<file path="config.mk">
export PLATFORM = sky130hd
export DESIGN_NAME = hotcache_fill_ctrl_flat
export DESIGN_NICKNAME = d
export VERILOG_FILES = /design/src/rtl/hotcache_fill_ctrl_if.sv /design/src/rtl/hotcache_fill_ctrl.sv /design/src/flat_wrapper.sv
export SDC_FILE = /design/constraint.sdc
export NUM_CORES = 1
export LEC_CHECK = 0
export CELL_PAD_IN_SITES_DETAIL_PLACEMENT = 0
export CELL_PAD_IN_SITES_GLOBAL_PLACEMENT = 2
export CORE_AREA = 3 3 147 149
export CTS_BUF_LIST = sky130_fd_sc_hd__clkbuf_8
export DETAILED_ROUTE_END_ITERATION = 16
export DIE_AREA = 0 0 150 152
export MAX_ROUTING_LAYER = met4
export PLACE_DENSITY_LB_ADDON = 0.08
export SYNTH_ARGS = -nofsm -noshare
export SYNTH_HDL_FRONTEND = slang
export SYNTH_SLANG_ARGS = --single-unit
export TNS_END_PERCENT = 5
</file>
<file path="constraint.sdc">
create_clock -name clk -period 1.95 [get_ports clk]
set_clock_uncertainty 0.1 [all_clocks]
set_input_delay 0.39 -clock clk [delete_from_list [all_inputs] [get_ports clk]]
set_output_delay 0.39 -clock clk [all_outputs]
set_load 0.02 [all_outputs]
</file>
<file path="src/rtl/hotcache_fill_ctrl_if.sv">
// rtl/hotcache_fill_ctrl_if.sv - load, hot cache, CRB, memory and counter signals of the fill controller
//
// Purpose: bundles every non-clock/reset signal of hotcache_fill_ctrl.
//   slave  modport : the fill controller itself
//   master modport : the surrounding issue stage, hot cache, CRB and memory
// Signal groups:
//   ld_req_*  : load request from the issue stage (valid/ready)
//   ld_resp_* : load response to the consumer (valid/ready)
//   hc_rd_*   : combinational hot cache probe
//   hc_cmd_*  : hot cache fill strobe and payload
//   crb_*     : Common Result Bus commit snoop
//   mem_*     : memory read request (valid/ready) and single-cycle response
//   *_count   : perf counters
interface hotcache_fill_ctrl_if #(
    parameter int ADDR_W = 16,
    parameter int DATA_W = 16
);
    logic              ld_req_valid;
    logic              ld_req_ready;
    logic [2:0]        ld_req_reg;
    logic [15:0]       ld_req_offset;
    logic [ADDR_W-1:0] ld_req_addr;

    logic              ld_resp_valid;
    logic              ld_resp_ready;
    logic [DATA_W-1:0] ld_resp_data;
    logic              ld_resp_hit;

    logic              flush;

    logic [2:0]        hc_rd_reg;
    logic [15:0]       hc_rd_offset;
    logic [DATA_W-1:0] hc_rd_data;
    logic              hc_rd_cached;

    logic              hc_cmd_cache;
    logic [2:0]        hc_cmd_reg;
    logic [15:0]       hc_cmd_offset;
    logic [DATA_W-1:0] hc_cmd_data;

    logic [2:0]        crb_reg;
    logic              crb_commit;

    logic              mem_req_valid;
    logic              mem_req_ready;
    logic [ADDR_W-1:0] mem_req_addr;
    logic              mem_resp_valid;
    logic [DATA_W-1:0] mem_resp_data;

    logic [15:0]       hit_count;
    logic [15:0]       miss_count;

    modport slave (
        input  ld_req_valid, ld_req_reg, ld_req_offset, ld_req_addr,
        output ld_req_ready,
        output ld_resp_valid, ld_resp_data, ld_resp_hit,
        input  ld_resp_ready,
        input  flush,
        output hc_rd_reg, hc_rd_offset,
        input  hc_rd_data, hc_rd_cached,
        output hc_cmd_cache, hc_cmd_reg, hc_cmd_offset, hc_cmd_data,
        input  crb_reg, crb_commit,
        output mem_req_valid, mem_req_addr,
        input  mem_req_ready, mem_resp_valid, mem_resp_data,
        output hit_count, miss_count
    );

    modport master (
        output ld_req_valid, ld_req_reg, ld_req_offset, ld_req_addr,
        input  ld_req_ready,
        input  ld_resp_valid, ld_resp_data, ld_resp_hit,
        output ld_resp_ready,
        output flush,
        input  hc_rd_reg, hc_rd_offset,
        output hc_rd_data, hc_rd_cached,
        input  hc_cmd_cache, hc_cmd_reg, hc_cmd_offset, hc_cmd_data,
        output crb_reg, crb_commit,
        input  mem_req_valid, mem_req_addr,
        output mem_req_ready, mem_resp_valid, mem_resp_data,
        input  hit_count, miss_count
    );
endinterface

</file>
<file path="src/rtl/hotcache_fill_ctrl.sv">
// rtl/hotcache_fill_ctrl.sv - load sequencer with hot cache probe, memory miss path and guarded fill
//
// Purpose: takes one load at a time, answers it from the hot cache on a hit,
//   otherwise reads memory and fills the hot cache when the [reg, offset]
//   pattern is cacheable and no CRB commit to the same base register has
//   made the fetched value stale. Counts hits and misses.
// Ports:
//   clk   : clock
//   a_rst : synchronous active-high reset
//   bus   : hotcache_fill_ctrl_if.slave (load request/response, hot cache
//           probe and fill, CRB snoop, memory read, perf counters)
module hotcache_fill_ctrl #(
    parameter int ADDR_W = 16,
    parameter int DATA_W = 16
) (
    input  logic                  clk,
    input  logic                  a_rst,
    hotcache_fill_ctrl_if.slave   bus
);

    typedef enum logic [1:0] {
        IDLE  = 2'd0,
        MREQ  = 2'd1,
        MWAIT = 2'd2,
        RESP  = 2'd3
    } state_t;

    state_t            r_state;
    logic [2:0]        r_reg;
    logic [15:0]       r_off;
    logic [ADDR_W-1:0] r_addr;
    logic [DATA_W-1:0] r_data;
    logic              r_hit;
    logic              r_cacheable;
    logic              r_taint;
    logic              r_dropped;
    logic              r_fill_pend;
    logic [15:0]       r_hit_cnt;
    logic [15:0]       r_miss_cnt;

    logic              w_idle;
    logic              w_accept;
    logic              w_crb_hit;
    logic              w_req_cacheable;

    assign w_idle   = (r_state == IDLE);
    // A flush in IDLE withholds ready so the issue stage never sees a handshake
    // that was not taken.
    assign w_accept = w_idle & bus.ld_req_valid & ~bus.flush;

    // Only reg[2]=1 registers can be cached, so matching the low two bits on
    // top of crb_reg[2] identifies the same base register.
    assign w_crb_hit = bus.crb_commit & bus.crb_reg[2] &
                       (bus.crb_reg[1:0] == r_reg[1:0]);

    assign w_req_cacheable = bus.ld_req_reg[2] &
                             (bus.ld_req_offset[15:4] == 12'd0) &
                             ~bus.ld_req_offset[0];

    // Probe with the live request in IDLE so hit/miss is known at acceptance.
    assign bus.hc_rd_reg    = w_idle ? bus.ld_req_reg    : r_reg;
    assign bus.hc_rd_offset = w_idle ? bus.ld_req_offset : r_off;

    assign bus.ld_req_ready  = w_idle & ~bus.flush;
    // Flush in RESP drops the response and any fill not yet issued.
    assign bus.ld_resp_valid = (r_state == RESP) & ~bus.flush;
    assign bus.ld_resp_data  = r_data;
    assign bus.ld_resp_hit   = r_hit;

    assign bus.hc_cmd_cache  = (r_state == RESP) & r_fill_pend & ~bus.flush;
    assign bus.hc_cmd_reg    = r_reg;
    assign bus.hc_cmd_offset = r_off;
    assign bus.hc_cmd_data   = r_data;

    assign bus.mem_req_valid = (r_state == MREQ);
    assign bus.mem_req_addr  = r_addr;

    assign bus.hit_count  = r_hit_cnt;
    assign bus.miss_count = r_miss_cnt;

    always_ff @(posedge clk) begin
        if (a_rst) begin
            r_state     <= IDLE;
            r_reg       <= '0;
            r_off       <= '0;
            r_addr      <= '0;
            r_data      <= '0;
            r_hit       <= 1'b0;
            r_cacheable <= 1'b0;
            r_taint     <= 1'b0;
            r_dropped   <= 1'b0;
            r_fill_pend <= 1'b0;
            r_hit_cnt   <= '0;
            r_miss_cnt  <= '0;
        end else begin
            case (r_state)
                IDLE: begin
                    if (w_accept) begin
                        r_reg       <= bus.ld_req_reg;
                        r_off       <= bus.ld_req_offset;
                        r_addr      <= bus.ld_req_addr;
                        r_cacheable <= w_req_cacheable;
                        r_taint     <= 1'b0;
                        r_dropped   <= 1'b0;
                        r_fill_pend <= 1'b0;
                        if (bus.hc_rd_cached) begin
                            r_data    <= bus.hc_rd_data;
                            r_hit     <= 1'b1;
                            r_hit_cnt <= r_hit_cnt + 16'd1;
                            r_state   <= RESP;
                        end else begin
                            r_hit      <= 1'b0;
                            r_miss_cnt <= r_miss_cnt + 16'd1;
                            r_state    <= MREQ;
                        end
                    end
                end

                MREQ: begin
                    if (w_crb_hit) begin
                        r_taint <= 1'b1;
                    end
                    // The request handshake must still complete after a flush;
                    // the returning data is discarded later.
                    if (bus.flush) begin
                        r_dropped <= 1'b1;
                    end
                    if (bus.mem_req_ready) begin
                        r_state <= MWAIT;
                    end
                end

                MWAIT: begin
                    if (w_crb_hit) begin
                        r_taint <= 1'b1;
                    end
                    if (bus.flush) begin
                        r_dropped <= 1'b1;
                    end
                    if (bus.mem_resp_valid) begin
                        if (r_dropped | bus.flush) begin
                            r_state <= IDLE;
                        end else begin
                            r_data      <= bus.mem_resp_data;
                            r_hit       <= 1'b0;
                            // Include a commit landing in the same cycle as the data.
                            r_fill_pend <= r_cacheable & ~(r_taint | w_crb_hit);
                            r_state     <= RESP;
                        end
                    end
                end

                RESP: begin
                    // The fill strobe lives for the first RESP cycle only.
                    r_fill_pend <= 1'b0;
                    if (bus.flush | bus.ld_resp_ready) begin
                        r_state <= IDLE;
                    end
                end

                default: r_state <= IDLE;
            endcase
        end
    end

endmodule
</file>
<file path="src/flat_wrapper.sv">
// flat-port wrapper written by rule: the top's interface ports become plain ports
module hotcache_fill_ctrl_flat 
#(
    parameter int ADDR_W = 16,
    parameter int DATA_W = 16
)
  (clk, a_rst, bus_ld_req_valid, bus_ld_req_reg, bus_ld_req_offset, bus_ld_req_addr, bus_ld_req_ready, bus_ld_resp_valid, bus_ld_resp_data, bus_ld_resp_hit, bus_ld_resp_ready, bus_flush, bus_hc_rd_reg, bus_hc_rd_offset, bus_hc_rd_data, bus_hc_rd_cached, bus_hc_cmd_cache, bus_hc_cmd_reg, bus_hc_cmd_offset, bus_hc_cmd_data, bus_crb_reg, bus_crb_commit, bus_mem_req_valid, bus_mem_req_addr, bus_mem_req_ready, bus_mem_resp_valid, bus_mem_resp_data, bus_hit_count, bus_miss_count);
  hotcache_fill_ctrl_if #(.ADDR_W(ADDR_W), .DATA_W(DATA_W)) bus_i ();
  input  logic clk;
  input  logic a_rst;
  input wire logic [$bits(bus_i.ld_req_valid)-1:0] bus_ld_req_valid;
  input wire logic [$bits(bus_i.ld_req_reg)-1:0] bus_ld_req_reg;
  input wire logic [$bits(bus_i.ld_req_offset)-1:0] bus_ld_req_offset;
  input wire logic [$bits(bus_i.ld_req_addr)-1:0] bus_ld_req_addr;
  output wire logic [$bits(bus_i.ld_req_ready)-1:0] bus_ld_req_ready;
  output wire logic [$bits(bus_i.ld_resp_valid)-1:0] bus_ld_resp_valid;
  output wire logic [$bits(bus_i.ld_resp_data)-1:0] bus_ld_resp_data;
  output wire logic [$bits(bus_i.ld_resp_hit)-1:0] bus_ld_resp_hit;
  input wire logic [$bits(bus_i.ld_resp_ready)-1:0] bus_ld_resp_ready;
  input wire logic [$bits(bus_i.flush)-1:0] bus_flush;
  output wire logic [$bits(bus_i.hc_rd_reg)-1:0] bus_hc_rd_reg;
  output wire logic [$bits(bus_i.hc_rd_offset)-1:0] bus_hc_rd_offset;
  input wire logic [$bits(bus_i.hc_rd_data)-1:0] bus_hc_rd_data;
  input wire logic [$bits(bus_i.hc_rd_cached)-1:0] bus_hc_rd_cached;
  output wire logic [$bits(bus_i.hc_cmd_cache)-1:0] bus_hc_cmd_cache;
  output wire logic [$bits(bus_i.hc_cmd_reg)-1:0] bus_hc_cmd_reg;
  output wire logic [$bits(bus_i.hc_cmd_offset)-1:0] bus_hc_cmd_offset;
  output wire logic [$bits(bus_i.hc_cmd_data)-1:0] bus_hc_cmd_data;
  input wire logic [$bits(bus_i.crb_reg)-1:0] bus_crb_reg;
  input wire logic [$bits(bus_i.crb_commit)-1:0] bus_crb_commit;
  output wire logic [$bits(bus_i.mem_req_valid)-1:0] bus_mem_req_valid;
  output wire logic [$bits(bus_i.mem_req_addr)-1:0] bus_mem_req_addr;
  input wire logic [$bits(bus_i.mem_req_ready)-1:0] bus_mem_req_ready;
  input wire logic [$bits(bus_i.mem_resp_valid)-1:0] bus_mem_resp_valid;
  input wire logic [$bits(bus_i.mem_resp_data)-1:0] bus_mem_resp_data;
  output wire logic [$bits(bus_i.hit_count)-1:0] bus_hit_count;
  output wire logic [$bits(bus_i.miss_count)-1:0] bus_miss_count;
  assign bus_i.ld_req_valid = bus_ld_req_valid;
  assign bus_i.ld_req_reg = bus_ld_req_reg;
  assign bus_i.ld_req_offset = bus_ld_req_offset;
  assign bus_i.ld_req_addr = bus_ld_req_addr;
  assign bus_ld_req_ready = bus_i.ld_req_ready;
  assign bus_ld_resp_valid = bus_i.ld_resp_valid;
  assign bus_ld_resp_data = bus_i.ld_resp_data;
  assign bus_ld_resp_hit = bus_i.ld_resp_hit;
  assign bus_i.ld_resp_ready = bus_ld_resp_ready;
  assign bus_i.flush = bus_flush;
  assign bus_hc_rd_reg = bus_i.hc_rd_reg;
  assign bus_hc_rd_offset = bus_i.hc_rd_offset;
  assign bus_i.hc_rd_data = bus_hc_rd_data;
  assign bus_i.hc_rd_cached = bus_hc_rd_cached;
  assign bus_hc_cmd_cache = bus_i.hc_cmd_cache;
  assign bus_hc_cmd_reg = bus_i.hc_cmd_reg;
  assign bus_hc_cmd_offset = bus_i.hc_cmd_offset;
  assign bus_hc_cmd_data = bus_i.hc_cmd_data;
  assign bus_i.crb_reg = bus_crb_reg;
  assign bus_i.crb_commit = bus_crb_commit;
  assign bus_mem_req_valid = bus_i.mem_req_valid;
  assign bus_mem_req_addr = bus_i.mem_req_addr;
  assign bus_i.mem_req_ready = bus_mem_req_ready;
  assign bus_i.mem_resp_valid = bus_mem_resp_valid;
  assign bus_i.mem_resp_data = bus_mem_resp_data;
  assign bus_hit_count = bus_i.hit_count;
  assign bus_miss_count = bus_i.miss_count;
  hotcache_fill_ctrl #(.ADDR_W(ADDR_W), .DATA_W(DATA_W)) u_core (.clk(clk), .a_rst(a_rst), .bus(bus_i));
endmodule
</file>
Word-level counts from Yosys, hierarchy flattened
Index checks and enable logic that the tools add are counted.
- add/subtract/negate cells: 2
- equality and inequality tests: 12
- mux-type cells: 27
- bitwise logic cells: 18
- reduce and logical (&&, ||, !) cells: 15
- operators with widths (cell ; count):
    16-bit 2-to-1 mux ; 5
    16-bit by 1-bit adder with 16-bit output, second input constant ; 2
    16-bit case mux with 2 select lines ; 1
    12-bit logical NOT ; 1
    2-bit 2-to-1 mux ; 6
    3-bit AND reduction ; 4
    4-bit AND reduction ; 3
    1-bit AND ; 11
    2-bit inequality test, second input constant ; 5
    1-bit 2-to-1 mux ; 9
    2-bit case mux with 4 select lines ; 1
    2-bit by 1-bit inequality test with 1-bit output, second input constant ; 3
    1-bit case mux with 2 select lines ; 3
    5-bit AND reduction ; 1
    2-bit equality test, second input constant ; 2
    1-bit inverter ; 4
    2-bit nonzero test ; 2
    3-bit 2-to-1 mux ; 1
    1-bit OR ; 3
    1-bit case mux with 3 select lines ; 1
    3-bit nonzero test ; 1
    2-bit by 1-bit equality test with 1-bit output, second input constant ; 1
    2-bit equality test ; 1
    2-bit logical NOT ; 1
    other kinds (2) ; 2
- register bits after elaboration: 90
- input port bits: 79
- output and inout port bits: 123
- logic and storage cells: 86

Depth between registers and ports, before layout
Gate-level depths: netlist of run 1.
- depth after elaboration: 8
- gate-level depth with buffers: 8
- gate-level depth less buffers: 6

Least setup slack after synthesis of run 1
Ideal clock, no wire load.
- kind: register to output
- start: register u_core.r_state[0]
- end: output port bus_hc_rd_offset[0]
- arrival: 1.628 ns
- data required time: 1.460 ns
- slack: -0.168 ns
- stages on the path, launching flop included: 6
- buffers on the path: 2
- cells stage by stage: dfxtp_1 -> inv_1 -> ha_1 -> buf_2 -> buf_1 -> mux2_2
- longest elaborated chain between the ends: 2
- ends and longest elaborated chain (element ; line ; source):
    start, declared ; hotcache_fill_ctrl.sv:28 ; state_t r_state;
    start signal, assigned ; hotcache_fill_ctrl.sv:83 ; r_state <= IDLE;
    start signal, assigned ; hotcache_fill_ctrl.sv:110 ; r_state <= RESP;
    start signal, assigned ; hotcache_fill_ctrl.sv:114 ; r_state <= MREQ;
    2-bit logical NOT ; hotcache_fill_ctrl.sv:46 ; assign w_idle = (r_state == IDLE);
    16-bit 2-to-1 mux ; hotcache_fill_ctrl.sv:62 ; assign bus.hc_rd_offset = w_idle ? bus.ld_req_offset : r_off;
    end, declared ; flat_wrapper.sv:22 ; output wire logic [$bits(bus_i.hc_rd_offset)-1:0] bus_hc_rd_offset;
Every way passes these cells.

Worst setup path after layout of run 1
- start: register u_core.r_state[1]
- end: output port bus_hc_rd_offset[8]
Same word-level chain as after synthesis.

==> summary.txt, run 1 <==
Outcome
  – Status: finished with violations
  – Violated checks: setup timing

Detailed routing
  – First drt pass iteration count: 4
  – Wire per inst: roughly 15 microns
  – DR vias: approximately 4300
  – Iter 0 DRT Violations: 161
  – Final wirelength: around 15 mm
  – Post-DRT Antenna Nets: 0
  – Drc violations: 0
  – Vias per cell: 4.27

Global route
  – Vias in the first global route: roughly 4400
  – Largest net degree at the start of global routing: between 40 and 50
  – Met3 Use GR: approximately 2.5%
  – GR peak layer: met2
  – Routing usage on met1: 17.1%
  – Initial antenna violation count: 0
  – GRT overflow: 0
  – Met2 GRT Util: 21.2%
  – Gr usage total: around an eighth
  – First-pass GRT wire length: between 20 and 25 mm

Clocking
  – Clock sink count: 90
  – Clock Latency Late Sink: 0.38 ns
  – Max clock buf depth: 2
  – H-tree levels: 3
  – Worst-path clk slew: around 0.10 ns
  – Root buffer cell: clkbuf_8
  – CTS tree: yes
  – Total CTS buffers: 9

Synth
  – Post-synthesis async set-or-reset flop share: 0%
  – Top_reg_cell synth: dfxtp_1
  – Unique cell type count in the Yosys netlist: 50
  – Avg Inst Size Synth: about 8.5 sq um
  – Mapped Cells: roughly 500
  – Most area-hungry cell type in the Yosys netlist: dfxtp_1
  – Synthesized net count: about 590
  – Post-synthesis sequential area ratio: 42.1%
  – Share of the synthesized area in the top cell type: between 40% and 50%
  – Post-Syn Area: roughly 0.0043 sq mm
  – Top area cells in the synthesized netlist: dfxtp_1 (42%), nand2_1 (7.6%), a21oi_1 (6.2%)
  – Ys Warns: 0
  – EDFF count, synth: 0
  – Number of synthesized register bits: 90

Final layout
  – FILL cells: between 2000 and 2500
  – Area growth from synthesis to layout: 71.5%
  – Commonest non-fill, non-tap cell in the layout: clkdlybuf4s50_1
  – Nets: between 800 and 900
  – Post-layout util: between 30 and 40%
  – Share of post-route cells with drive strength above 1: about a fifth
  – Antenna fix cells: 0
  – Commonest non-fill, non-tap cells in the layout: clkdlybuf4s50_1 (142), dfxtp_1 (88), nand2_1 (87)

Floorplan
  – Rows: 52
  – Full die area: ~0.023 sq mm
  – Core ar.: roughly 0.020 sq mm
  – Die W: about 150 microns
  – IO Pins: around 200
  – Initial Util: 21.1%
  – Die height: 152 microns

Critical path
  – Max FO, Critical Path: 9
  – Critical path endpoint category: output pin
  – Worst EP arrival: 1.60 ns
  – Slowest CP cell: dfxtp_2
  – Worst Path Required: around 1.5 ns
  – Type of the worst setup path: flop to output pin
  – Kind of start point of the critical path: flop
  – Worst-path cell chain: inv_2, ha_4, buf_12, mux2_2, buf_2
  – Critical Path Max Stage Delay: between 0.3 and 0.4 ns

Pwr
  – PwrDens: around 1100 mW/mm^2
  – Combinational share of power: around 52%
  – Switching fraction of total power: a little under two fifths
  – Int Pwr: roughly 5.0 mW
  – Clock network fraction of design power: about a fifth
  – Power share of the sequential group: roughly 28%
  – Switch Pwr: between 2 and 3 mW
  – Static leakage: between 3 and 4 nW
  – Worst IR Drop VDD: 0.448 mV

STA
  – Max_slew headroom: roughly 69%
  – Final count of hold timing violations: 0
  – Total negative setup slack: -2.45 ns
  – Max-slew violations: 0
  – Minimum clock period: approximately 2.1 ns
  – RSZ-0062 raised after global routing: true
  – Hold slack: between 0.3 and 0.4 ns
  – # setup viols final: 24
  – Measured slew at the worst slew-check pin: about 0.46 ns
  – Fin crit share: 107%
  – Fmax: between 400 and 500 MHz
  – Worst setup margin: -0.142 ns

Place
  – GPL Wtd Cong: approximately 0.8
  – Setup slack at placement: -0.430 ns
  – Port bufs: 201
  – Placed wire-length estimate: 11.3 mm

Worst hold path
  – Hold Crit Class: primary input to flop

Job
  – Max-cap violations: 0
-- power by group through the flow --
stage | logic [mW] | registers (mW) | clock network [mW]
floorplan | 1.96 | 2.47 | 0
global placement | 3.93 | 2.26 | 0
detailed placement | 3.93 | 2.27 | 0
CTS | 4.20 | 2.24 | 1.69
global route | 4.47 | 2.26 | 1.75
finish | 4.16 | 2.23 | 1.61
-- logic make-up (layout without fill, tap and decap cells) --
logic type	count (synthesis)	after routing	synth area share (%)
DFF	90	90	42.1
AOI/OAI and AO/OA	89	89	12.5
xor gates and xnor gates	21	21	4.30
adders and majority gates	7	7	2.05
buffers and inverters	55	294	6.52
and+or+nand+nor	204	204	23.2
muxes	37	37	9.25
-- cell usage after synthesis, types with 2 or more instances --
master / instances
a211oi_1: 16
a21oi_1: 53
a2bb2oi_1: 2
and2_1: 3
and3b_1: 2
and4_1: 3
buf_1: 6
buf_2: 4
buf_4: 16
clkbuf_1: 18
dfxtp_1: 90
ha_1: 7
inv_1: 10
mux2_2: 20
mux2i_1: 17
nand2_1: 87
nand3_1: 11
nand3b_1: 3
nand4_1: 8
nand4b_1: 2
nor2_1: 42
nor2b_1: 4
nor3_1: 10
nor3b_1: 2
nor4_1: 4
o21ai_0: 9
or2_2: 3
or3_1: 9
or4_1: 2
xnor2_1: 11
xor2_1: 10
-- final timing paths --
kind                                                              start                                      end  slack, ns  depth (start not counted)
worst max-delay path                     u_core.r_state[1]$_SDFFE_PP0P_                      bus_hc_rd_offset[8]      -0.14                          5
worst min-delay path                                              a_rst   u_core.bus.miss_count[11]$_SDFFE_PP0P_       0.35                          2
worst max register to register           u_core.r_state[1]$_SDFFE_PP0P_   u_core.bus.miss_count[13]$_SDFFE_PP0P_      -0.08                          7
worst min register to register  u_core.bus.mem_req_addr[9]$_SDFFE_PP0P_  u_core.bus.mem_req_addr[9]$_SDFFE_PP0P_       0.36                          2
-- per-stage QoR --
step	total power, mW	instances	instance area, sq um
finish	8.00	1012	7340
detailed placement	6.19	992	6930
floorplan	4.42	503	4280
global route	8.48	1012	7340
CTS	8.13	1013	7250
global placement	6.19	992	6930
-- metal layers --
metal  part of all wire [%]  wire length, microns  vias up
met2                     47                  7010      118
met1                     47                  7010     2005
met5                      0                     0        -
met3                    4.9                   740       17
met4                    2.0                   295        0
li1                       -                     -     2184
-- what timing repair did --
item,4_1_cts,5_1_grt
endpoints found under the setup margin,68,89
cloned,1,0
hold endpoints to repair,0,0
setup buffers,4,0
hold buffers,0,0
gates resized for setup,148,36
pin swaps,1,12
-- final cells by class --
cell class	instances	area (sq um)	area share [%]
clock inverter	7	124	1.69
inverter	10	37.5	0.512
sequential	90	1800	24.6
tap	270	338	4.61
multi-input combinational	358	2330	31.7
timing repair buffer	268	2580	35.2
clock buffer	9	124	1.69
-- worst max-delay path, delay by kind of cell, from the launching register on --
family | cells | cell delay [ns]
adder cells (fa/ha/maj) | 1 | 0.19
buffers and inverters | 3 | 0.37
flip-flops | 1 | 0.33
multiplexers | 1 | 0.33
Note: power is estimated with default switching activity, not from simulation.
==> run 2: changes to the inputs <==
--- a/config.mk
+++ b/config.mk
@@ -7,12 +7,13 @@
 export LEC_CHECK = 0
 export CELL_PAD_IN_SITES_DETAIL_PLACEMENT = 0
 export CELL_PAD_IN_SITES_GLOBAL_PLACEMENT = 2
-export CORE_AREA = 3 3 147 149
+export CORE_AREA = 3 3 141 143
 export CTS_BUF_LIST = sky130_fd_sc_hd__clkbuf_8
 export DETAILED_ROUTE_END_ITERATION = 16
-export DIE_AREA = 0 0 150 152
+export DIE_AREA = 0 0 144 146
 export MAX_ROUTING_LAYER = met4
 export PLACE_DENSITY_LB_ADDON = 0.08
+export SKIP_LAST_GASP = 1
 export SYNTH_ARGS = -nofsm -noshare
 export SYNTH_HDL_FRONTEND = slang
 export SYNTH_SLANG_ARGS = --single-unit
==> constraint.sdc (replaced) <==
create_clock -name clk -period 2.4 [get_ports clk]
set_clock_uncertainty 0.1 [all_clocks]
set_input_delay 0.48 -clock clk [delete_from_list [all_inputs] [get_ports clk]]
set_output_delay 0.48 -clock clk [all_outputs]
set_load 0.02 [all_outputs]
==> run 2 against run 1 <==
Effect of this change: the run still ends with setup timing left; non-clock buffer count decreased by 27; clock power decreased by 39%; combinational power decreased by 30%; hold slack improved by 0.0057 ns; critical path depth unchanged; sequential share of layout area increased by 1.7 points; register-to-register slack improved by 0.25 ns; routed wire length decreased by 6.2%; largest cell class unchanged; largest power group unchanged.
==> summary.txt, run 2 (synthesis gave the netlist of run 1 again) <==
Place
  – Placed wire-length estimate: 10.4 mm (-7.7%)
  – Port bufs: 201 (unchanged)
  – GPL Wtd Cong: 0.793 (-0.87%)

Floorplan
  – Initial Util: 22.9% (+1.8 points)
  – IO Pins: 202 (unchanged)
  – Full die area: 0.0210 sq mm (-7.8%)
  – Rows: 50 (-3.8%)
  – Die height: 146 microns (-3.9%)
  – Core ar.: 0.0187 sq mm (-7.9%)
  – Die W: 144 microns (-4.0%)

Worst hold path
  – Hold Path Origin: u_core.bus.mem_req_addr[1]$_SDFFE_PP0P_
  – Hold Crit Class: flop to flop

Critical path
  – Worst Path Required: 1.82 ns (+0.36 ns)
  – R2r startpoint: u_core.r_state[1]$_SDFFE_PP0P_
  – Critical path endpoint category: output pin
  – Crit. Startpoint: u_core.r_state[1]$_SDFFE_PP0P_
  – Type of the worst setup path: flop to output pin
  – Worst EP arrival: 1.89 ns (+0.29 ns)
  – Max FO, Critical Path: 20 (+11)
  – Kind of start point of the critical path: flop

STA
  – Max-slew violations: 0 (unchanged)
  – Max_slew headroom: 55.6% (-14 points)
  – RSZ-0062 raised after global routing: true
  – Fin crit share: 103%
  – Measured slew at the worst slew-check pin: 0.666 ns (+0.209 ns)
  – Final count of hold timing violations: 0 (unchanged)
  – Minimum clock period: ~2.5 ns
  – Worst setup margin: -0.0661 ns (+0.0763 ns)
  – Total negative setup slack: -1.01 ns (+1.44 ns)
  – Fmax: between 400 and 500 MHz
  – # setup viols final: 19 (-21%)
  – Hold slack: 0.358 ns (+0.00567 ns)

Global route
  – Largest net degree at the start of global routing: 58 (+35%)
  – Gr usage total: 13.6% (+0.25 points)
  – GRT overflow: 0 (unchanged)
  – Vias in the first global route: 4159 (-5.7%)
  – Initial antenna violation count: 0 (unchanged)
  – First-pass GRT wire length: 22.2 mm (-6.3%)

Clocking
  – CTS tree: yes
  – Post-CTS setup buffers: 0 (-4)
  – Clock Latency Late Sink: 0.36 ns (-0.02 ns)
  – Max clock buf depth: 2 (unchanged)
  – Worst-path clk slew: 0.08 ns (-0.02 ns)
  – Total CTS buffers: 9 (unchanged)
  – Post-CTS Hold Buffers: 0 (unchanged)
  – Clock sink count: 90 (unchanged)
  – Root buffer cell: clkbuf_8
  – H-tree levels: 3 (unchanged)

Pwr
  – Int Pwr: 3.52 mW (-30%)
  – Worst IR Drop VDD: 0.255 mV (-43%)
  – Power share of the sequential group: 31.5% (+3.6 points)
  – Switching fraction of total power: 38.3% (+1.3 points)
  – Total power: 5.70 mW (-29%)
  – Combinational share of power: 51.2% (-0.8 points)
  – Switch Pwr: 2.18 mW (-26%)
  – PwrDens: 831 mW/mm^2 (-24%)
  – Static leakage: 2.47 nW (-19%)
  – Clock network fraction of design power: 17.3% (-2.8 points)

Detailed routing
  – Post-DRT Antenna Nets: 0 (unchanged)
  – First drt pass iteration count: 4 (unchanged)
  – Final wirelength: 14.1 mm (-6.2%)
  – Drc violations: 0 (unchanged)
  – Iter 0 DRT Violations: 133 (-17%)
  – DR vias: 4212 (-2.6%)
  – Wire per inst: 14.9 microns (about the same)
  – Vias per cell: 4.44 (+3.9%)

Final layout
  – Post-layout util: 36.7% (+0.55 points)
  – Nets: 796 (-3.3%)
  – Share of post-route cells with drive strength above 1: 11.9% (-8.9 points)
  – Commonest non-fill, non-tap cells in the layout: clkdlybuf4s50_1 (178), dfxtp_1 (90), nand2_1 (87)
  – Antenna fix cells: 0 (unchanged)
  – Area growth from synthesis to layout: 60.5%
  – Commonest non-fill, non-tap cell in the layout: clkdlybuf4s50_1

Job
  – Max-cap violations: 0 (unchanged)

Outcome
  – Status: finished with violations
  – Violated checks: setup timing
run 2: per-stage QoR:
stage / cell area [sq um] / instances / setup slack, ns
floorplan: 4280 / 503 / 0.192
global placement: 6700 / 933 / -0.0926
detailed placement: 6700 / 933 / -0.122
CTS: 6860 / 949 / -0.127
global route: 6860 / 949 / -0.172
finish: 6860 / 949 / -0.0661
run 2: critical path, cell delays in order, from the launching register on:
cell and delay [ns]:
dfxtp_1 0.32, inv_1 0.11, ha_2 0.23, buf_12 0.17
mux2_2 0.34, dlygate4sd2_1 0.33
run 2: worst paths after layout:
check / slack [ns] / to / depth (start not counted)
worst max-delay path: -0.07 / bus_hc_rd_offset[12] / 5
worst min-delay path: 0.36 / u_core.bus.mem_req_addr[1]$_SDFFE_PP0P_ / 2
worst max register to register: 0.17 / u_core.bus.miss_count[13]$_SDFFE_PP0P_ / 7
worst min register to register: 0.36 / u_core.bus.mem_req_addr[1]$_SDFFE_PP0P_ / 2
run 2: repair_timing:
item	4_1_cts	5_1_grt
endpoints found under the hold margin	0	0
resized for setup	22	1
cloned	0	0
setup endpoints to repair	22	21
run 2: cell type report:
cell class                 count  area [sq um]
tap                          234           293
inverter                      10          37.5
multi-input combinational    358          2210
clock inverter                 4          18.8
sequential                    90          1800
fill                        1930         11800
timing repair buffer         241          2340
clock buffer                  12           165
run 2: per-layer routing:
layer / share of wire (%) / global-route usage (%)
met2: 48 / 22.5
met4: 1.1 / 3.81
met1: 44 / 16.3
met5: 0 / -
met3: 6.7 / 3.68
run 2: power groups by stage:
stage               clock network [mW]  logic, mW  registers (mW)
floorplan                            0       1.58            2.00
global placement                     0       3.06            1.82
detailed placement                   0       3.07            1.83
CTS                               1.07       2.97            1.80
global route                      1.12       3.15            1.83
finish                           0.989       2.92            1.80
==> run 3: changes to the inputs <==
--- a/config.mk
+++ b/config.mk
@@ -8,7 +8,7 @@
 export CELL_PAD_IN_SITES_DETAIL_PLACEMENT = 0
 export CELL_PAD_IN_SITES_GLOBAL_PLACEMENT = 2
 export CORE_AREA = 3 3 141 143
-export CTS_BUF_LIST = sky130_fd_sc_hd__clkbuf_8
+export CTS_BUF_LIST = sky130_fd_sc_hd__clkbuf_4 sky130_fd_sc_hd__clkbuf_8
 export DETAILED_ROUTE_END_ITERATION = 16
 export DIE_AREA = 0 0 144 146
 export MAX_ROUTING_LAYER = met4
==> run 3 against run 2 <==
Effect of this change: critical path depth is the same; die area unchanged; final area grew 0.16%; the flow still finishes with violations (setup timing); total power rose by 0.86%; register-to-register slack barely moved.
==> summary.txt, run 3 (synthesis gave the netlist of run 1 again) <==
Place
  – GPL Wtd Cong: 0.793 (unchanged)
  – Port bufs: 201 (unchanged)
  – Setup slack at placement: -0.122 ns (unchanged)
  – Placed wire-length estimate: 10.4 mm (unchanged)

STA
  – Hold slack: 0.358 ns (+0.00000100 ns)
  – Max_slew headroom: 55.6% (about the same)
  – Minimum clock period: 2.46 ns (-0.00149 ns)
  – Fmax: 406 MHz (about the same)
  – Max-slew violations: 0 (unchanged)
  – Final count of hold timing violations: 0 (unchanged)
  – Fin crit share: 103% (about the same)
  – # setup viols final: 19 (unchanged)
  – Worst setup margin: -0.0646 ns (+0.00149 ns)
  – RSZ-0062 raised after global routing: true
  – Total negative setup slack: -0.983 ns (+0.0281 ns)
  – Measured slew at the worst slew-check pin: 0.666 ns (+0.000346 ns)

Worst hold path
  – Worst Hold Path Cells: 2 (unchanged)
  – Hold Crit Class: flop to flop

Detailed routing
  – DR vias: 4209 (-0.071%)
  – Drc violations: 0 (unchanged)
  – Final wirelength: 14.1 mm (about the same)
  – Iter 0 DRT Violations: 129 (-3.0%)
  – First drt pass iteration count: 4 (unchanged)
  – Wire per inst: 14.9 microns (about the same)
  – Post-DRT Antenna Nets: 0 (unchanged)
  – Vias per cell: 4.44 (about the same)

Floorplan
  – Core ar.: 0.0187 sq mm (unchanged)
  – Rows: 50 (unchanged)
  – Die height: 146 microns (unchanged)
  – Full die area: 0.0210 sq mm (unchanged)
  – Die W: 144 microns (unchanged)
  – IO Pins: 202 (unchanged)
  – Initial Util: 22.9% (unchanged)

Pwr
  – PwrDens: 836 mW/mm^2 (+0.70%)
  – Worst IR Drop VDD: 0.254 mV (-0.27%)
  – Power share of the sequential group: 31.2% (-0.3 points)
  – Combinational share of power: 50.7% (-0.5 points)
  – Clock network fraction of design power: 18.0% (+0.7 points)
  – Int Pwr: 3.57 mW (+1.3%)
  – Static leakage: 2.47 nW (about the same)
  – Switching fraction of total power: 38.0% (-0.29 points)
  – Total power: 5.75 mW (+0.86%)
  – Switch Pwr: 2.18 mW (+0.11%)

Clocking
  – Root buffer cell: clkbuf_8
  – Clock sink count: 90 (unchanged)
  – Worst-path clk slew: 0.08 ns (about the same)
  – Max clock buf depth: 2 (unchanged)
  – Total CTS buffers: 9 (unchanged)
  – H-tree levels: 3 (unchanged)
  – Clock Latency Late Sink: 0.36 ns (about the same)
  – Post-CTS setup buffers: 0 (unchanged)
  – CTS tree: yes

Final layout
  – Multi-input gate area: 0.00221 sq mm (unchanged)
  – Commonest non-fill, non-tap cell in the layout: clkdlybuf4s50_1
  – Share of post-route cells with drive strength above 1: 12.3% (+0.42 points)
  – Area growth from synthesis to layout: 60.7%
  – Commonest non-fill, non-tap cells in the layout: clkdlybuf4s50_1 (178), dfxtp_1 (90), nand2_1 (87)
  – FILL cells: 1926 (-0.21%)
  – Reg area: 0.00180 sq mm (unchanged)
  – Nets: 796 (unchanged)
  – Antenna fix cells: 0 (unchanged)

Outcome
  – Violated checks: setup timing
  – Status: finished with violations

Job
  – Max-cap violations: 0 (unchanged)

Global route
  – Gr usage total: 13.6% (-0.062 points)
  – Vias in the first global route: 4159 (unchanged)
  – GRT overflow: 0 (unchanged)
  – Initial antenna violation count: 0 (unchanged)
  – Largest net degree at the start of global routing: 58 (unchanged)
  – First-pass GRT wire length: 22.2 mm (-0.15%)

Critical path
  – Kind of start point of the critical path: flop
  – Type of the worst setup path: flop to output pin
  – Worst Path Required: 1.82 ns (about the same)
  – Worst EP arrival: 1.88 ns (about the same)
  – Critical path endpoint category: output pin
  – R2R depth: 7 (unchanged)
  – Max FO, Critical Path: 20 (unchanged)
==> run 3: layout make-up <==
cell class	instances	area share, %
clock inverter	1	0.109
tap	234	4.26
inverter	10	0.546
clock buffer	15	2.73
sequential	90	26.2
timing repair buffer	241	34.0
multi-input combinational	358	32.2
==> run 3: timing repair <==
action / 4_1_cts / 5_1_grt
hold buffers: 0 / 0
setup endpoints to repair: 22 / 21
gates resized for setup: 22 / 1
cloned: 0 / 0
==> run 3: routing by layer <==
layer  share of wire [%]  vias to the layer above  routed length (microns)  global-route usage, %
met5                   0                        -                        0                      -
met4                 1.0                        0                      146                   3.67
met3                 6.6                       10                      928                   3.58
met2                  48                      131                     6780                   22.4
met1                  44                     1937                     6260                   16.3
li1                    -                     2131                        -                      -
==> run 3: power groups by stage <==
stage | clock, mW | sequential (mW) | combinational [mW]
after global routing | 1.16 | 1.83 | 3.15
after floorplan | 0 | 2.00 | 1.58
after detailed placement | 0 | 1.83 | 3.07
after CTS | 1.11 | 1.80 | 2.97
after global placement | 0 | 1.82 | 3.06
final | 1.04 | 1.80 | 2.92
==> run 3: path summary, 6_finish.rpt <==
kind / endpoint / slack (ns) / start
setup reg to reg: u_core.bus.miss_count[13]$_SDFFE_PP0P_ / 0.17 / u_core.r_state[1]$_SDFFE_PP0P_
hold reg to reg: u_core.bus.mem_req_addr[1]$_SDFFE_PP0P_ / 0.36 / u_core.bus.mem_req_addr[1]$_SDFFE_PP0P_
setup / recovery: bus_hc_rd_offset[12] / -0.06 / u_core.r_state[1]$_SDFFE_PP0P_
hold / removal: u_core.bus.mem_req_addr[1]$_SDFFE_PP0P_ / 0.36 / u_core.bus.mem_req_addr[1]$_SDFFE_PP0P_
==> run 3: stage by stage <==
stage                     util [%]  std cells  instance area [sq um]
final                         36.7        949                   6870
after global routing          36.7        949                   6870
after CTS                     36.7        949                   6870
after detailed placement      35.8        933                   6700
after global placement        35.8        933                   6700
after floorplan                  -        503                   4280
==> run 3: critical path, cell delays in order (launching register included) <==
cell and delay (ns):
dfxtp_1 0.32, inv_1 0.11, ha_2 0.23, buf_12 0.17, mux2_2 0.34, dlygate4sd2_1 0.33
==> edit, RTL diff (config.mk and constraints of run 2) <==
`DATA_W` is set to 16 in 3 places; all go to 32.
--- a/src/rtl/hotcache_fill_ctrl_if.sv
+++ b/src/rtl/hotcache_fill_ctrl_if.sv
@@ -14,5 +14,5 @@
 interface hotcache_fill_ctrl_if #(
     parameter int ADDR_W = 16,
-    parameter int DATA_W = 16
+    parameter int DATA_W = 32
 );
     logic              ld_req_valid;
--- a/src/rtl/hotcache_fill_ctrl.sv
+++ b/src/rtl/hotcache_fill_ctrl.sv
@@ -12,5 +12,5 @@
 module hotcache_fill_ctrl #(
     parameter int ADDR_W = 16,
-    parameter int DATA_W = 16
+    parameter int DATA_W = 32
 ) (
     input  logic                  clk,
--- a/src/flat_wrapper.sv
+++ b/src/flat_wrapper.sv
@@ -3,5 +3,5 @@
 #(
     parameter int ADDR_W = 16,
-    parameter int DATA_W = 16
+    parameter int DATA_W = 32
 )
   (clk, a_rst, bus_ld_req_valid, bus_ld_req_reg, bus_ld_req_offset, bus_ld_req_addr, bus_ld_req_ready, bus_ld_resp_valid, bus_ld_resp_data, bus_ld_resp_hit, bus_ld_resp_ready, bus_flush, bus_hc_rd_reg, bus_hc_rd_offset, bus_hc_rd_data, bus_hc_rd_cached, bus_hc_cmd_cache, bus_hc_cmd_reg, bus_hc_cmd_offset, bus_hc_cmd_data, bus_crb_reg, bus_crb_commit, bus_mem_req_valid, bus_mem_req_addr, bus_mem_req_ready, bus_mem_resp_valid, bus_mem_resp_data, bus_hit_count, bus_miss_count);
Interface: changed (resized bus_hc_cmd_data, bus_hc_rd_data, bus_ld_resp_data and bus_mem_resp_data); port bits go from 202 to 266. No check against the original RTL was run, so the function may have changed too.
==> edit against run 2 <==
  * Area after synthesis rose by 19%
  * Fmax grew 3.3%
  * Setup slack improved by 0.079 ns
  * Non-clock buffer count grew 61
  * Wire length is 21% higher
  * Die area is the same
  * Critical path depth is the same
  * Sequential cell count is 16 higher
  * Sequential power increased by 26%
  * Power up 27%
  * Design area up 18%
  * Critical path type unchanged
==> edit: results (changes against run 2) <==
nets 949 (+19%); CP arrival 1.81 ns (-0.08 ns); measured slew at the worst slew-check pin 0.572 ns (-0.0942 ns); latest clock arrival within the worst-skew pair 0.39 ns (+0.03 ns); wire per inst 16.0 um (+7.5%); Worst VDD drop 0.343 mV (+35%); Layout fillers 1858 (-3.7%); total power 7240 uW (+27%); vias per cell 4.63 (+4.3%); Internal 4330 uW (+23%); CP Capture Type primary output; Initial DRC Count 129 (-3.0%); post-synthesis net count 708 (+20%); critical path's slowest cell dfxtp_1; post-cts repair resize count 24 (+9.1%); R2R Setup Slk 0.21 ns (+0.04 ns); HPWL after detailed placement 12.8 mm (+23%); syn_area_per_cell 8.66 um^2 (+1.8%); Bufs on Longest Clock Path 2 (unchanged); worst slack at placement -0.195 ns (-0.0736 ns); Static Leak 0.00283 uW (+15%); clock share of power 15.1% (-2.2 points); largest net degree at the start of global routing 65 (+12%); met2 wire len 8.40 mm (+24%); Met1 Routed Length 7.49 mm (+20%); Fin Hold WS 0.361 ns (+0.00297 ns); setup ws final 0.0129 ns (+0.0790 ns); Comb power 3880 uW (+33%); initial antenna violation count 0 (unchanged); DR WL met3 1.01 mm (+6.9%); post-synth cell types 49 (-2.0%); sequential element share of the synthesized area 41.5% (-0.58 points); Hold Crit Start u_core.bus.mem_req_addr[9]$_SDFFE_PP0P_; CP max FO 10 (-50%); WHS Path Cells 2 (unchanged); top layer in use met4; Post-DP Area 0.00794 mm^2 (+18%); first-pass iteration count of the detailed router 4 (unchanged); share of cells above drive strength 1 10.6% (-1.2 points); crit path to bus_hc_rd_offset[14]; # port buffers 265 (+32%); number of global-route vias before repair 5034 (+21%); gr usage total 16.2% (+2.6 points); Synth top cells by count dfxtp_1 (106), nand2_1 (85), nor2_1 (58); Worst-path clk slew 0.11 ns (+0.03 ns); reg2reg start u_core.r_state[0]$_SDFFE_PP0P_; first-pass GRT wire length 26.5 mm (+19%); Finished Layout Cells 1070 (+13%); status finished, final reports clean; ranking of synthesized cells by area dfxtp_1 (42%), mux2i_1 (6.5%), nand2_1 (6.2%); Worst Hold End u_core.bus.mem_req_addr[9]$_SDFFE_PP0P_; global route overflow 0 (unchanged); met1 Use GR 19.7% (+3.4 points)
==> edit: cell count changes after synthesis, moves of 7 or more <==
cell	change
a211oi_1	+16
nor2_1	+16
buf_2	+7
dfxtp_1	+16
mux2i_1	+16
buf_4	+16
==> edit: final cells by class <==
class / count / area (um^2) / share of cell area (%)
timing repair buffer: 302 / 2950 / 36.2
multi-input combinational: 404 / 2560 / 31.5
sequential: 106 / 2120 / 26.1
tap: 234 / 293 / 3.60
clock buffer: 9 / 124 / 1.52
clock inverter: 7 / 58.8 / 0.723
inverter: 8 / 30.0 / 0.369
==> edit: cell families (layout without fill, tap and decap cells) <==
kind of cell	count (synthesis)	after routing	synth area share (%)
and+or+nand+nor	217	217	20.4
AOI/OAI and AO/OA	106	106	13.3
buffers and inverters	80	326	8.65
adders and majority gates	7	7	1.71
DFF	106	106	41.5
muxes	53	53	10.9
xor gates and xnor gates	21	21	3.60
